==> src/rtl/spi_cmd_slave.sv <==
// SPI mode-0 command slave: decodes addressed motor/LED frames from an
// asynchronous SPI master and commits them to registered outputs on ss_n rise.
module spi_cmd_slave #(
    parameter logic [7:0]  SPI_ADDR    = 8'h08,
    parameter int unsigned MIN_SCK_DIV = 6
) (
    input  logic        clk,
    input  logic        rst,
    input  logic        spi_sck,
    input  logic        spi_ss_n,
    input  logic        spi_mosi,
    output logic [7:0]  motor_pwm_left_o,
    output logic [7:0]  motor_pwm_rght_o,
    output logic [23:0] led_eye_left_rgb_o,
    output logic [23:0] led_eye_rght_rgb_o,
    output logic [23:0] led_blink_left_rgb_o,
    output logic [23:0] led_blink_rght_rgb_o,
    output logic        cmd_valid,
    output logic [2:0]  cmd_id,
    output logic        frame_err
);

    localparam int unsigned BYTE_W = 8;
    localparam int unsigned CNT_W  = 3;
    localparam int unsigned RGB_W  = 24;
    localparam int unsigned ID_W   = 3;

    localparam logic [BYTE_W-1:0] TYPE_MOTOR = 8'h0A;
    localparam logic [BYTE_W-1:0] TYPE_LED   = 8'h06;
    localparam logic [CNT_W-1:0]  LEN_MOTOR  = CNT_W'(4);
    localparam logic [CNT_W-1:0]  LEN_LED    = CNT_W'(6);

    // Each SCK phase must span at least two clk periods to survive the 2-FF sampling path.
    if (MIN_SCK_DIV < 4) begin : g_div_check
        $error("spi_cmd_slave: MIN_SCK_DIV must be at least 4");
    end

    typedef enum logic [2:0] {
        IDLE = 3'd0,
        ADDR = 3'd1,
        TYPE = 3'd2,
        SEL  = 3'd3,
        DATA = 3'd4,
        DROP = 3'd5
    } state_t;

    logic sck_meta, sck_sync, sck_prev;
    logic ss_meta, ss_sync, ss_prev;
    logic mosi_meta, mosi_sync;

    logic sck_rise_c, ss_fall_c, ss_rise_c;
    logic boot_eval_c, ready_c;
    logic [1:0] startup;

    logic [BYTE_W-1:0] shreg;
    logic [CNT_W-1:0]  bit_cnt;
    logic [CNT_W-1:0]  byte_cnt;
    logic              byte_done;

    state_t            state, state_next;
    logic [CNT_W-1:0]  frame_len, frame_len_next;
    logic              is_motor, is_motor_next;
    logic [ID_W-1:0]   sel_id, sel_id_next;
    logic [RGB_W-1:0]  staging, staging_next;
    logic              quiet, quiet_next;
    logic              commit_c, err_c;

    // Two-stage synchronizers plus one history stage for edge detection.
    always_ff @(posedge clk or posedge rst) begin
        if (rst) begin
            sck_meta  <= 1'b0;
            sck_sync  <= 1'b0;
            sck_prev  <= 1'b0;
            ss_meta   <= 1'b1;
            ss_sync   <= 1'b1;
            ss_prev   <= 1'b1;
            mosi_meta <= 1'b0;
            mosi_sync <= 1'b0;
        end else begin
            sck_meta  <= spi_sck;
            sck_sync  <= sck_meta;
            sck_prev  <= sck_sync;
            ss_meta   <= spi_ss_n;
            ss_sync   <= ss_meta;
            ss_prev   <= ss_sync;
            mosi_meta <= spi_mosi;
            mosi_sync <= mosi_meta;
        end
    end

    assign sck_rise_c = sck_sync & ~sck_prev & ~ss_sync;
    assign ss_fall_c  = ~ss_sync & ss_prev;
    assign ss_rise_c  = ss_sync & ~ss_prev;

    // Counts off the cycles in which the sync chain still holds reset values.
    always_ff @(posedge clk or posedge rst) begin
        if (rst) begin
            startup <= 2'd0;
        end else if (startup != 2'd3) begin
            startup <= startup + 2'd1;
        end
    end

    assign boot_eval_c = (startup == 2'd2);
    assign ready_c     = (startup == 2'd3);

    // Bit shifter and bit/byte counters; byte_done flags a full byte one cycle later.
    always_ff @(posedge clk or posedge rst) begin
        if (rst) begin
            shreg     <= '0;
            bit_cnt   <= '0;
            byte_cnt  <= '0;
            byte_done <= 1'b0;
        end else begin
            byte_done <= 1'b0;
            if (ss_fall_c) begin
                bit_cnt  <= '0;
                byte_cnt <= '0;
            end else if (sck_rise_c) begin
                shreg   <= {shreg[BYTE_W-2:0], mosi_sync};
                bit_cnt <= bit_cnt + CNT_W'(1);
                if (bit_cnt == CNT_W'(7)) begin
                    byte_cnt  <= byte_cnt + CNT_W'(1);
                    byte_done <= 1'b1;
                end
            end
        end
    end

    // Frame decoder state and per-frame context registers.
    always_ff @(posedge clk or posedge rst) begin
        if (rst) begin
            state     <= IDLE;
            frame_len <= '0;
            is_motor  <= 1'b0;
            sel_id    <= '0;
            staging   <= '0;
            quiet     <= 1'b0;
        end else begin
            state     <= state_next;
            frame_len <= frame_len_next;
            is_motor  <= is_motor_next;
            sel_id    <= sel_id_next;
            staging   <= staging_next;
            quiet     <= quiet_next;
        end
    end

    // Next-state decode; bytes are judged as they complete, frames on ss_n rise.
    always_comb begin
        state_next     = state;
        frame_len_next = frame_len;
        is_motor_next  = is_motor;
        sel_id_next    = sel_id;
        staging_next   = staging;
        quiet_next     = quiet;
        commit_c       = 1'b0;
        err_c          = 1'b0;
        case (state)
            IDLE: begin
                if (boot_eval_c && !ss_sync) begin
                    state_next = DROP;
                    quiet_next = 1'b1;
                end else if (ready_c && ss_fall_c) begin
                    state_next = ADDR;
                end
            end
            ADDR: begin
                if (ss_rise_c) begin
                    err_c      = 1'b1;
                    state_next = IDLE;
                end else if (byte_done) begin
                    state_next = (shreg == SPI_ADDR) ? TYPE : DROP;
                end
            end
            TYPE: begin
                if (ss_rise_c) begin
                    err_c      = 1'b1;
                    state_next = IDLE;
                end else if (byte_done) begin
                    case (shreg)
                        TYPE_MOTOR: begin
                            frame_len_next = LEN_MOTOR;
                            is_motor_next  = 1'b1;
                            state_next     = SEL;
                        end
                        TYPE_LED: begin
                            frame_len_next = LEN_LED;
                            is_motor_next  = 1'b0;
                            state_next     = SEL;
                        end
                        default: state_next = DROP;
                    endcase
                end
            end
            SEL: begin
                if (ss_rise_c) begin
                    err_c      = 1'b1;
                    state_next = IDLE;
                end else if (byte_done) begin
                    state_next = DATA;
                    if (is_motor) begin
                        case (shreg)
                            8'h01:   sel_id_next = ID_W'(0);
                            8'h02:   sel_id_next = ID_W'(1);
                            default: state_next  = DROP;
                        endcase
                    end else begin
                        case (shreg)
                            8'h02:   sel_id_next = ID_W'(2);
                            8'h01:   sel_id_next = ID_W'(3);
                            8'h04:   sel_id_next = ID_W'(4);
                            8'h08:   sel_id_next = ID_W'(5);
                            default: state_next  = DROP;
                        endcase
                    end
                end
            end
            DATA: begin
                if (ss_rise_c) begin
                    if (byte_cnt == frame_len && bit_cnt == '0) begin
                        commit_c = 1'b1;
                    end else begin
                        err_c = 1'b1;
                    end
                    state_next = IDLE;
                end else if (byte_done) begin
                    // byte_cnt already counts the byte just completed
                    if (byte_cnt > frame_len) begin
                        state_next = DROP;
                    end else begin
                        case (byte_cnt)
                            CNT_W'(4): staging_next[23:16] = shreg;
                            CNT_W'(5): staging_next[15:8]  = shreg;
                            default:   staging_next[7:0]   = shreg;
                        endcase
                    end
                end
            end
            DROP: begin
                if (ss_rise_c) begin
                    err_c      = !quiet;
                    quiet_next = 1'b0;
                    state_next = IDLE;
                end
            end
            default: state_next = IDLE;
        endcase
    end

    // Committed command registers and the one-cycle status pulses.
    always_ff @(posedge clk or posedge rst) begin
        if (rst) begin
            motor_pwm_left_o     <= '0;
            motor_pwm_rght_o     <= '0;
            led_eye_left_rgb_o   <= '0;
            led_eye_rght_rgb_o   <= '0;
            led_blink_left_rgb_o <= '0;
            led_blink_rght_rgb_o <= '0;
            cmd_valid            <= 1'b0;
            cmd_id               <= '0;
            frame_err            <= 1'b0;
        end else begin
            cmd_valid <= commit_c;
            frame_err <= err_c;
            if (commit_c) begin
                cmd_id <= sel_id;
                case (sel_id)
                    ID_W'(0): motor_pwm_left_o     <= staging[23:16];
                    ID_W'(1): motor_pwm_rght_o     <= staging[23:16];
                    ID_W'(2): led_eye_left_rgb_o   <= staging;
                    ID_W'(3): led_eye_rght_rgb_o   <= staging;
                    ID_W'(4): led_blink_left_rgb_o <= staging;
                    ID_W'(5): led_blink_rght_rgb_o <= staging;
                    default: ;
                endcase
            end
        end
    end

endmodule

==> config.mk <==
export PLATFORM = sky130hd
export DESIGN_NAME = spi_cmd_slave
export DESIGN_NICKNAME = d
export VERILOG_FILES = /design/src/rtl/spi_cmd_slave.sv
export SDC_FILE = /design/constraint.sdc
export NUM_CORES = 1
export LEC_CHECK = 0
export ABC_CLOCK_PERIOD_IN_PS = 11300
export CORE_MARGIN = 4
export CORE_UTILIZATION = 57
export DETAILED_ROUTE_END_ITERATION = 8
export GPL_ROUTABILITY_DRIVEN = 1
export PLACE_DENSITY = 0.88
export SLEW_MARGIN = 10
export SYNTH_ARGS = -nofsm -noshare
export SYNTH_HDL_FRONTEND = slang
export SYNTH_SLANG_ARGS = --single-unit
==> constraint.sdc <==
create_clock -name clk -period 11.3 [get_ports clk]
set_input_delay 1.695 -clock clk [delete_from_list [all_inputs] [get_ports clk]]
set_output_delay 1.695 -clock clk [all_outputs]
set_load 0.05 [all_outputs]
# After elaboration in Yosys (flattened, before gate mapping)

Index checks and enable logic that the tools add are counted.
W data, S select, Z words.

Register bits: 177
Input bits: 5
Output and inout bits: 117

Add/sub/neg operators: 3
$lt $le $gt $ge: 1
Eq/ne operators: 32
Multiplexer cells: 42
Bitwise operators: 11
Reductions and logical operators: 33

Operators by type and width:

| operator              | count |
|---|---|
| $mux W3               | 21 |
| $eq A3 B3 Y1 const B  | 7 |
| $reduce_and A5 Y1     | 4 |
| $ne A3 B3 Y1 const B  | 6 |
| $pmux W3 S6           | 1 |
| $eq A8 B3 Y1 const B  | 2 |
| $eq A8 B4 Y1 const B  | 2 |
| $reduce_and A2 Y1     | 8 |
| $mux W1               | 14 |
| $eq A3 B2 Y1 const B  | 4 |
| $pmux W3 S2           | 2 |
| $pmux W3 S4           | 1 |
| $logic_not A3 Y1      | 3 |
| $eq A8 B1 Y1 const B  | 1 |
| $eq A8 B2 Y1 const B  | 1 |
| $reduce_bool A2 Y1    | 4 |
| $not A1 Y1            | 7 |
| $reduce_and A7 Y1     | 1 |
| $add A3 B1 Y3 const B | 2 |
| $eq A3 B1 Y1 const B  | 2 |
| $ne A2 B2 Y1 const B  | 3 |
| $reduce_or A2 Y1      | 3 |
| $and A1 B1 Y1         | 4 |
| $eq A2 B2 Y1 const B  | 2 |
| other kinds (13)      | 17 |

# Logic depth before layout (Yosys ltp)

Gate-level depths: netlist of run 1.

Depth after elaboration: 7
Gate-level depth with buffers: 8
Gate-level depth less buffers: 6

# Least setup slack after synthesis of run 1

OpenSTA, ideal clock, no wires.

Path type: register to register
From: register ss_sync
To: register led_eye_left_rgb_o[12]
Arrival: 2.521 ns
Required time: 11.175 ns
Slack: 8.654 ns
Stages on the path, launching flop included: 7
Path buffers: 2
Period minus slack after synthesis: 2.646 ns
Cells stage by stage: dfstp_2 -> or4b_1 -> or4_4 -> buf_6 -> nor4b_4 -> buf_6 -> mux2_2

Longest elaborated chain between the ends: 4

Ends and longest elaborated chain:

| what                        | line | RTL |
|---|---|---|
| from (decl)                 | 48   | `logic ss_meta, ss_sync, ss_prev;` |
| from (signal assigned)      | 84   | `ss_sync <= ss_meta;` |
| $and A1 B1 Y1               | 93   | `assign ss_rise_c = ss_sync & ~ss_prev;` |
| $mux W1                     | 220  | `if (ss_rise_c) begin` |
| $mux W1                     | 159  | `case (state)` |
| $reduce_and A2 Y1 (no line) | --   |  |
| to (signal assigned)        | 271  | `ID_W'(2): led_eye_left_rgb_o <= staging;` |
| to (decl)                   | 14   | `output logic [23:0] led_eye_left_rgb_o,` |

No other way between the ends.
A chain may end at the register's enable or synchronous reset.

# Worst setup path after layout of run 1

From: register cmd_id[0]
To: output port cmd_id[0]

RTL lines:

| what                   | line | RTL |
|---|---|---|
| from (decl)            | 19   | `output logic [2:0] cmd_id,` |
| from (signal assigned) | 267  | `cmd_id <= sel_id;` |

No word-level cell between the ends.

==> flow_summary.toml, run 1 <==
[worst_setup_path]
worstPathMaxFanout = 2
cpMaxStageDelayCell = "clkdlybuf4s50_1"
r2r_start = "ss_sync"
r2r_slack_ps = 8030
start_kind = "register"
critPathArrivalTime_ps = 1640
crit_buf_inv = 1
required_ps = 9610
crit_end = "cmd_id[0]"
setup.worst_path.start = "cmd_id[0]"
reg2reg_depth = 4
cp.depth = 1
crit_chain = "clkdlybuf4s50_1"
critPathKind = "register to output pin"
cp_slowest_stage_delay_ps = 850
critical_path.top_delay_family = "buffers and inverters"
r2r-end = "led_blink_left_rgb_o[10]"
crit_path_end_kind = "output pin"

[finish]
fill_cells = 782
final_cell_mix = "dfrtp_1 (173), mux2_2 (134), clkdlybuf4s50_1 (121)"
antennaDiodeCount = 0
instances_no_fill = 785
layout.nets = 620
final_common_cell = "dfrtp_1"
final_util_pct = 74.38
drive_above_1_share_pct = 31.12
area_growth_pct = 25.78

[sta]
final-hold-violation-count = 0
finalCritPeriodShare_pct = 29.49
setup_viol = 0
fmax_ghz = 0.3001
tightest_slew_ps = 1248
grt_setup_unrepaired = "false"
fin_crit_ps = 3333
finalSetupTns_ps = 0
slew_viol_final = 0
clock_skew_ps = 8.281
slew_headroom_pct = 16.80

[routing]
first_pass_iters = 4
ant_nets = 0
wl_per_cell_um = 19.95
vias_per_cell = 5.664
drc = 0
vias = 4446
drt_iter0_drc = 388
wl_um = 15660

[floorplan]
row_count = 40
core_um2 = 12210
initial_core_util_pct = 59.13
dieArea_um2 = 14530
num_io_pins = 122
die_h_um = 120.6
die_w_um = 120.6

[clock_tree]
cts_tree = "yes"
holdBufCountCts = 0
cts.sinks = 176
path_clk_slew_ps = 60
cts_inserted_buffers = 17
cts_buffer_depth = 2
clock-root-buffer = "clkbuf_16"
cts_setup_buffers = 0
htreeDepth = 4
clk_latency_ps = 420
post_cts_resized = 0

[min_path]
hp-class = "register to register"

[synthesis]
syn-num-nets = 498
syn_area_per_cell_um2 = 14.95
synth-edff-count = 0
synthFlopType = "dfrtp_1"
ys_types = 52
netlist_area_um2 = 7221
synth-async-reset-ratio_pct = 100.0
synthCells = 483
ys_seq_elements = 176
yosysWarningCount = 0
synth_seq_area_share_pct = 61.05

[grt]
grt.overflow.total = 0
grt_pass1_vias = 4812
grt_pass1_wl_um = 25630
grt_max_degree = 106
track_usage_pct = 22.64
antenna_found_initial = 0

[placed_design]
place_hpwl_um = 10350
dp.cells = 754
portBuffers = 121
gp_congestion = 0.8366

[job]
drv_cap = 0

[power]
p_leak_nw = 4.318
peakVddDrop_mv = 0.1105
finalPower_mw = 1.323
p_per_area_nw_per_um2 = 145.6

[status]
status = "finished clean"
[cell usage after synthesis (all sizes together), types with 2 or more instances]
| cell type | count | share of area, % |
|---|---|---|
| nand3 | 4 | 0.28 |
| nor4b | 6 | 1.1 |
| dfstp | 3 | 1.1 |
| nand2 | 14 | 0.73 |
| xnor2 | 2 | 0.24 |
| dfrtp | 173 | 60 |
| nand3b | 3 | 0.31 |
| a21oi | 9 | 0.62 |
| mux2 | 147 | 23 |
| nor2 | 8 | 0.42 |
| clkbuf | 9 | 0.47 |
| o21ai | 11 | 0.76 |
| o21a | 2 | 0.21 |
| inv | 16 | 0.83 |
| or4 | 6 | 0.68 |
| ha | 10 | 1.7 |
| nand2b | 4 | 0.35 |
| nor3 | 3 | 0.36 |
| a31oi | 2 | 0.17 |
| mux2i | 3 | 0.42 |
| a22o | 4 | 0.49 |
| nor2b | 7 | 0.61 |
| buf | 13 | 1.6 |
| o211ai | 2 | 0.21 |
| nor4 | 4 | 0.76 |
[power by group]
| part | internal (mW) | switching, mW | leakage, nW |
|---|---|---|---|
| Sequential | 0.644 | 0.0326 | 2.41 |
| Combinational | 0.0399 | 0.0598 | 1.64 |
| Clock | 0.314 | 0.233 | 0.270 |
| Total | 0.997 | 0.326 | 4.32 |
[routing by layer]
layer | up-vias | global-route usage [%] | wire length (um)
met5 | - | 0 | 0
met4 | 0 | 8.357 | 311
met3 | 28 | 5.332 | 856
met2 | 154 | 37.69 | 7904
met1 | 2296 | 29.13 | 6587
li1 | 1968 | - | -
[registers in the layout, indices dropped and copies added (netlist names), 2 cells and up]
register and flops:
state 3, cmd_id 3, staging 24, startup 2, led_blink_left_rgb_o 24, motor_pwm_rght_o 8
sel_id 3, frame_len 2, shreg 8, byte_cnt 3, led_eye_left_rgb_o 24, motor_pwm_left_o 8
bit_cnt 3, led_blink_rght_rgb_o 24, led_eye_rght_rgb_o 24
[kinds of logic (layout without fill, tap and decap cells)]
kind of cell             count (synthesis)  in the layout  share of synthesized area [%]
buffers and inverters                   38            172                          2.876
multiplexers                           150            150                          23.86
flip-flops                             176            176                          61.05
XOR/XNOR                                 3              3                         0.3640
adder cells (fa/ha/maj)                 10             10                          1.733
AO/OA/AOI/OAI                           39             39                          3.569
AND/OR/NAND/NOR                         67             67                          6.550
[area by class of cell]
type	instances	area, um^2	share of cell area, %
multi-input cells	269	2610	28.74
clock buffers	22	464.2	5.111
clock inverters	9	83.83	0.9230
inverters	16	65.06	0.7164
well taps	168	210.2	2.314
repair buffers	125	1241	13.67
flip-flops and latches	176	4408	48.53
[through the flow]
step / worst slack [ps] / hold slack (ps) / cell area, um^2
6_report: 7967 / 353.8 / 9082
2_1_floorplan: 4836 / 331.2 / 7221
3_3_place_gp: 7542 / 332.7 / 8534
5_1_grt: 7689 / 357.1 / 9082
3_5_place_dp: 7487 / 341.2 / 8534
4_1_cts: 7936 / 355.6 / 9082
[worst min path at each step]
stage                    from   endpoint  cells past startpoint
global route          ss_meta    ss_sync                      0
finish              mosi_meta  mosi_sync                      0
detailed placement  mosi_meta  mosi_sync                      0
CTS                 mosi_meta  mosi_sync                      0
global placement    mosi_meta  mosi_sync                      0
floorplan           mosi_meta  mosi_sync                      0
No activity file was read; power rests on OpenSTA's default activity.
==> inputs of run 2 (changes only) <==
--- a/config.mk
+++ b/config.mk
@@ -5,12 +5,12 @@
 export SDC_FILE = /design/constraint.sdc
 export NUM_CORES = 1
 export LEC_CHECK = 0
-export ABC_CLOCK_PERIOD_IN_PS = 11300
+export ABC_CLOCK_PERIOD_IN_PS = 2900
 export CORE_MARGIN = 4
-export CORE_UTILIZATION = 57
+export CORE_UTILIZATION = 48
 export DETAILED_ROUTE_END_ITERATION = 8
 export GPL_ROUTABILITY_DRIVEN = 1
-export PLACE_DENSITY = 0.88
+export PLACE_DENSITY = 0.79
 export SLEW_MARGIN = 10
 export SYNTH_ARGS = -nofsm -noshare
 export SYNTH_HDL_FRONTEND = slang
==> constraint.sdc (replaced) <==
create_clock -name clk -period 2.9 [get_ports clk]
set_input_delay 0.435 -clock clk [delete_from_list [all_inputs] [get_ports clk]]
set_output_delay 0.435 -clock clk [all_outputs]
set_load 0.05 [all_outputs]
==> run 2 against run 1 <==
Against the previous run: sequential share of layout area shrank 1.1 points; utilization is 11 points lower; combinational power increased to 5.1 times the previous value; critical path depth is 4 higher; clock skew is essentially flat; hold slack worse by 2.7 ps; power increased to 4.0 times the previous value; sequential cell count is the same; final cell count increased by 4.5%; first-iteration DRC count down 46%; critical path type is now register to register; largest cell class unchanged; highest routed layer unchanged.
==> flow_summary.toml, run 2 (synthesis results as in run 1) <==
[routing]
drt_iter0_drc = 208
wl_per_cell_um = 18.72
highest_layer = "met4"
routed-wl-met2_um = 7567
m1WireLength_um = 6854
vias = 4449
first_pass_iters = 4
ant_nets = 0
vias_per_cell = 5.426
wl_um = 15350
met3_length_um = 678
drc = 0

[power]
peakVddDrop_mv = 0.4219
p_leak_nw = 4.425
p_per_area_nw_per_um2 = 570.8

[sta]
slew_viol_final = 0
final-hold-violation-count = 0
finalHoldWorstSlack_ps = 351.1
grt_setup_unrepaired = "false"
finalCritPeriodShare_pct = 95.27
clock_skew_ps = 8.233
slew_headroom_pct = 62.08
finalSetupTns_ps = 0
fmax_ghz = 0.3620
fin_crit_ps = 2763
tightest_slew_ps = 567.1
setup_viol = 0

[finish]
fill_cells = 1092
final_common_cell = "dfrtp_1"
final_cell_mix = "dfrtp_1 (173), mux2_2 (134), clkdlybuf4s50_1 (121)"
drive_above_1_share_pct = 33.49
antennaDiodeCount = 0
layout.nets = 638
instances_no_fill = 820
final_util_pct = 63.42
area_growth_pct = 28.63

[clock_tree]
clock-root-buffer = "clkbuf_16"
cts_setup_buffers = 0
cts.sinks = 176
path_clk_slew_ps = 70
cts_inserted_buffers = 17
post_cts_resized = 0
cts_tree = "yes"
clk_latency_ps = 430
holdBufCountCts = 0
cts_buffer_depth = 2
htreeDepth = 4

[worst_setup_path]
r2r-end = "led_blink_left_rgb_o[8]"
critPathArrivalTime_ps = 3070
cpMaxStageDelayCell = "dfstp_2"
r2r_start = "ss_sync"
crit_chain = "or4b_1, or4_4, or4_1, buf_4, mux2_4"
required_ps = 3210
cp.depth = 5
start_kind = "register"
setup.worst_path.start = "ss_sync"
critPathKind = "register to register"
r2r_slack_ps = 140
cp_slowest_stage_delay_ps = 620
critical_path.top_delay_family = "simple AND/OR/NAND/NOR gates"
worstPathMaxFanout = 13
crit_path_end_kind = "register"
crit_buf_inv = 1
reg2reg_depth = 5

[floorplan]
die_w_um = 130.7
die_h_um = 130.7
row_count = 44
core_um2 = 14640
dieArea_um2 = 17070
num_io_pins = 122
initial_core_util_pct = 49.31

[placed_design]
place_hpwl_um = 10780
dp.cells = 788
portBuffers = 121
gp_congestion = 0.8231

[job]
drv_cap = 0

[grt]
grt_max_degree = 98
grt.overflow.total = 0
track_usage_pct = 18.81
grt_pass1_wl_um = 24730
grt_pass1_vias = 4617
antenna_found_initial = 0

[status]
status = "finished clean"

[min_path]
whs_endpoint = "sck_sync"
hold_start = "sck_meta"
hold_path_depth = 0
hp-class = "register to register"
run 2: cell types whose count changed in the layout (fill, tap and decap cells not counted), moves of 2 or more:
cell / previous run / this run
inv_8: 0 / 3
clkinvlp_4: 1 / 3
buf_12: 0 / 2
clkbuf_1: 3 / 0
buf_4: 4 / 20
clkbuf_8: 2 / 0
run 2: metal layers:
layer | track usage (%) | up-vias
met5 | 0 | -
met4 | 7.078 | 0
met3 | 3.252 | 21
met2 | 30.62 | 106
met1 | 25.51 | 2302
li1 | - | 2020
run 2: final cells by class:
type,instances,area [um^2],area share [%]
clock buffer,17,425.4,4.580
clock inverter,15,153.9,1.657
inverter,16,63.81,0.6871
multi-input combinational,269,2605,28.05
sequential,176,4408,47.46
tap,184,230.2,2.479
timing repair buffer,143,1401,15.09
run 2: per-stage QoR:
| stage | area (um^2) | total power [mW] | worst slack [ps] |
|---|---|---|---|
| 2_1_floorplan | 7224 | 2.955 | 214.8 |
| 3_3_place_gp | 8708 | 3.118 | 199.2 |
| 3_5_place_dp | 8708 | 3.127 | 176.1 |
| 4_1_cts | 9288 | 5.345 | 142.1 |
| 5_1_grt | 9288 | 5.526 | 63.07 |
| 6_report | 9288 | 5.301 | 137.2 |
run 2: report_power, final:
group	internal, mW	switching (mW)	leakage, nW
clock network	1.21	1.01	0.283
logic	0.202	0.309	1.73
registers	2.51	0.0630	2.41
run 2: worst max path at each step:
stage / endpoint / slack, ps
6_report: led_blink_left_rgb_o[8] / 140
3_3_place_gp: led_blink_rght_rgb_o[8] / 200
5_1_grt: led_blink_left_rgb_o[8] / 60
2_1_floorplan: bit_cnt[0] / 210
4_1_cts: led_blink_left_rgb_o[8] / 140
3_5_place_dp: led_blink_rght_rgb_o[23] / 180
run 2: worst reg2reg max path, delay by kind of cell, from the launching register on:
| kind | cells | cell delay (ps) |
|---|---|---|
| flip-flops | 1 | 620 |
| multiplexers | 1 | 310 |
| AND/OR/NAND/NOR | 3 | 1490 |
| buffers and inverters | 1 | 230 |
==> inputs of run 3 (changes only) <==
--- a/config.mk
+++ b/config.mk
@@ -6,7 +6,7 @@
 export NUM_CORES = 1
 export LEC_CHECK = 0
 export ABC_CLOCK_PERIOD_IN_PS = 2900
-export CORE_MARGIN = 4
+export CORE_MARGIN = 1
 export CORE_UTILIZATION = 48
 export DETAILED_ROUTE_END_ITERATION = 8
 export GPL_ROUTABILITY_DRIVEN = 1
==> run 3 against run 2 <==
Against the previous run: sequential cell count stayed put; worst setup slack improved by 16 ps; utilization up 0.63 points; critical path type unchanged; highest routed layer unchanged.
==> flow_summary.toml, run 3 (synthesis results as in run 1) <==
[status]
status = "finished clean"

[floorplan]
die_w_um = 124.7
initial_core_util_pct = 49.49
die_h_um = 124.7
row_count = 44
dieArea_um2 = 15540
num_io_pins = 122
core_um2 = 14590

[min_path]
hold_path_depth = 0
hold_start = "mosi_meta"
hp-class = "register to register"
whs_endpoint = "mosi_sync"

[routing]
wl_per_cell_um = 19.04
vias = 4446
vias_per_cell = 5.449
drt_iter0_drc = 416
first_pass_iters = 4
drc = 0
ant_nets = 0
wl_um = 15540

[power]
p_per_area_nw_per_um2 = 588.0
finalPower_mw = 5.495
peakVddDrop_mv = 0.3757
p_leak_nw = 4.435

[clock_tree]
post_cts_resized = 0
path_clk_slew_ps = 60
cts_buffer_depth = 2
cts_setup_buffers = 0
cts_tree = "yes"
holdBufCountCts = 0
cts.sinks = 176
clk_latency_ps = 430
cts_inserted_buffers = 17
clock-root-buffer = "clkbuf_16"
htreeDepth = 4

[finish]
final_common_cell = "dfrtp_1"
final_util_pct = 64.06
final_area_um2 = 9345
layout.nets = 635
antennaDiodeCount = 0
drive_above_1_share_pct = 33.07
instances_no_fill = 816
area_growth_pct = 29.42
final_cell_mix = "dfrtp_1 (173), mux2_2 (134), clkdlybuf4s50_1 (121)"

[placed_design]
place_hpwl_um = 10310
dp.cells = 785
place_ws_ps = 184.9
portBuffers = 121
gp_congestion = 0.9089
postPlaceCellArea_um2 = 8711

[worst_setup_path]
critPathArrivalTime_ps = 3050
worstPathMaxFanout = 21
r2r_slack_ps = 150
r2r-end = "led_blink_left_rgb_o[9]"
r2r_start = "ss_sync"
crit_path_end_kind = "register"
critPathKind = "register to register"
start_kind = "register"
required_ps = 3210
reg2reg_depth = 5

[grt]
grt_pass1_vias = 4749
grt_max_degree = 103
grt_pass1_wl_um = 25960
grt.overflow.total = 0
antenna_found_initial = 0
track_usage_pct = 21.57

[sta]
clock_skew_ps = 7.585
tightest_slew_ps = 671.9
finalCritPeriodShare_pct = 94.70
fin_crit_ps = 2746
finalHoldWorstSlack_ps = 347.9
fin_ws_ps = 153.6
setup_viol = 0
slew_viol_final = 0
final-hold-violation-count = 0
fmax_ghz = 0.3641
finalSetupTns_ps = 0
grt_setup_unrepaired = "false"
slew_headroom_pct = 54.60

[job]
drv_cap = 0
==> run 3: worst max path at each step <==
| stage | startpoint | endpoint | cells after the start | slack (ps) |
|---|---|---|---|---|
| 4_1_cts | ss_sync | led_blink_left_rgb_o[9] | 5 | 150 |
| 3_5_place_dp | ss_sync | led_blink_left_rgb_o[9] | 5 | 180 |
| 6_report | ss_sync | led_blink_left_rgb_o[9] | 5 | 150 |
| 2_1_floorplan | rst | bit_cnt[0] | 1 | 210 |
| 5_1_grt | ss_sync | led_blink_left_rgb_o[9] | 5 | 40 |
| 3_3_place_gp | ss_sync | led_blink_left_rgb_o[2] | 5 | 220 |
==> run 3: layout make-up <==
| class | instances | area, um^2 |
|---|---|---|
| Clock buffer | 19 | 452.9 |
| Clock inverter | 12 | 181.4 |
| Fill cell | 976 | 5244 |
| Inverter | 16 | 63.81 |
| Multi-Input combinational cell | 269 | 2605 |
| Sequential cell | 176 | 4408 |
| Tap cell | 184 | 230.2 |
| Timing Repair Buffer | 140 | 1404 |
==> run 3: worst max-delay path, cell delays in order (launching register included) <==
cell,delay [ps]
dfstp_2,610
or4b_1,440
or4_4,510
or4_1,450
buf_4,270
mux2_4,340
==> run 3: power by group <==
part | internal, mW | switching (mW) | total (mW) | leakage, nW
sequential | 2.51 | 0.0918 | 2.60 | 2.41
combinational | 0.192 | 0.283 | 0.475 | 1.72
clock | 1.49 | 0.932 | 2.42 | 0.303
==> run 3: layer usage <==
| metal | vias up | global-route usage, % | part of all wire (%) |
|---|---|---|---|
| li1 | 2001 | - | - |
| met1 | 2293 | 28.38 | 44 |
| met2 | 134 | 35.46 | 50 |
| met3 | 18 | 4.553 | 4.1 |
| met4 | 0 | 7.512 | 1.7 |
| met5 | - | 0 | 0 |
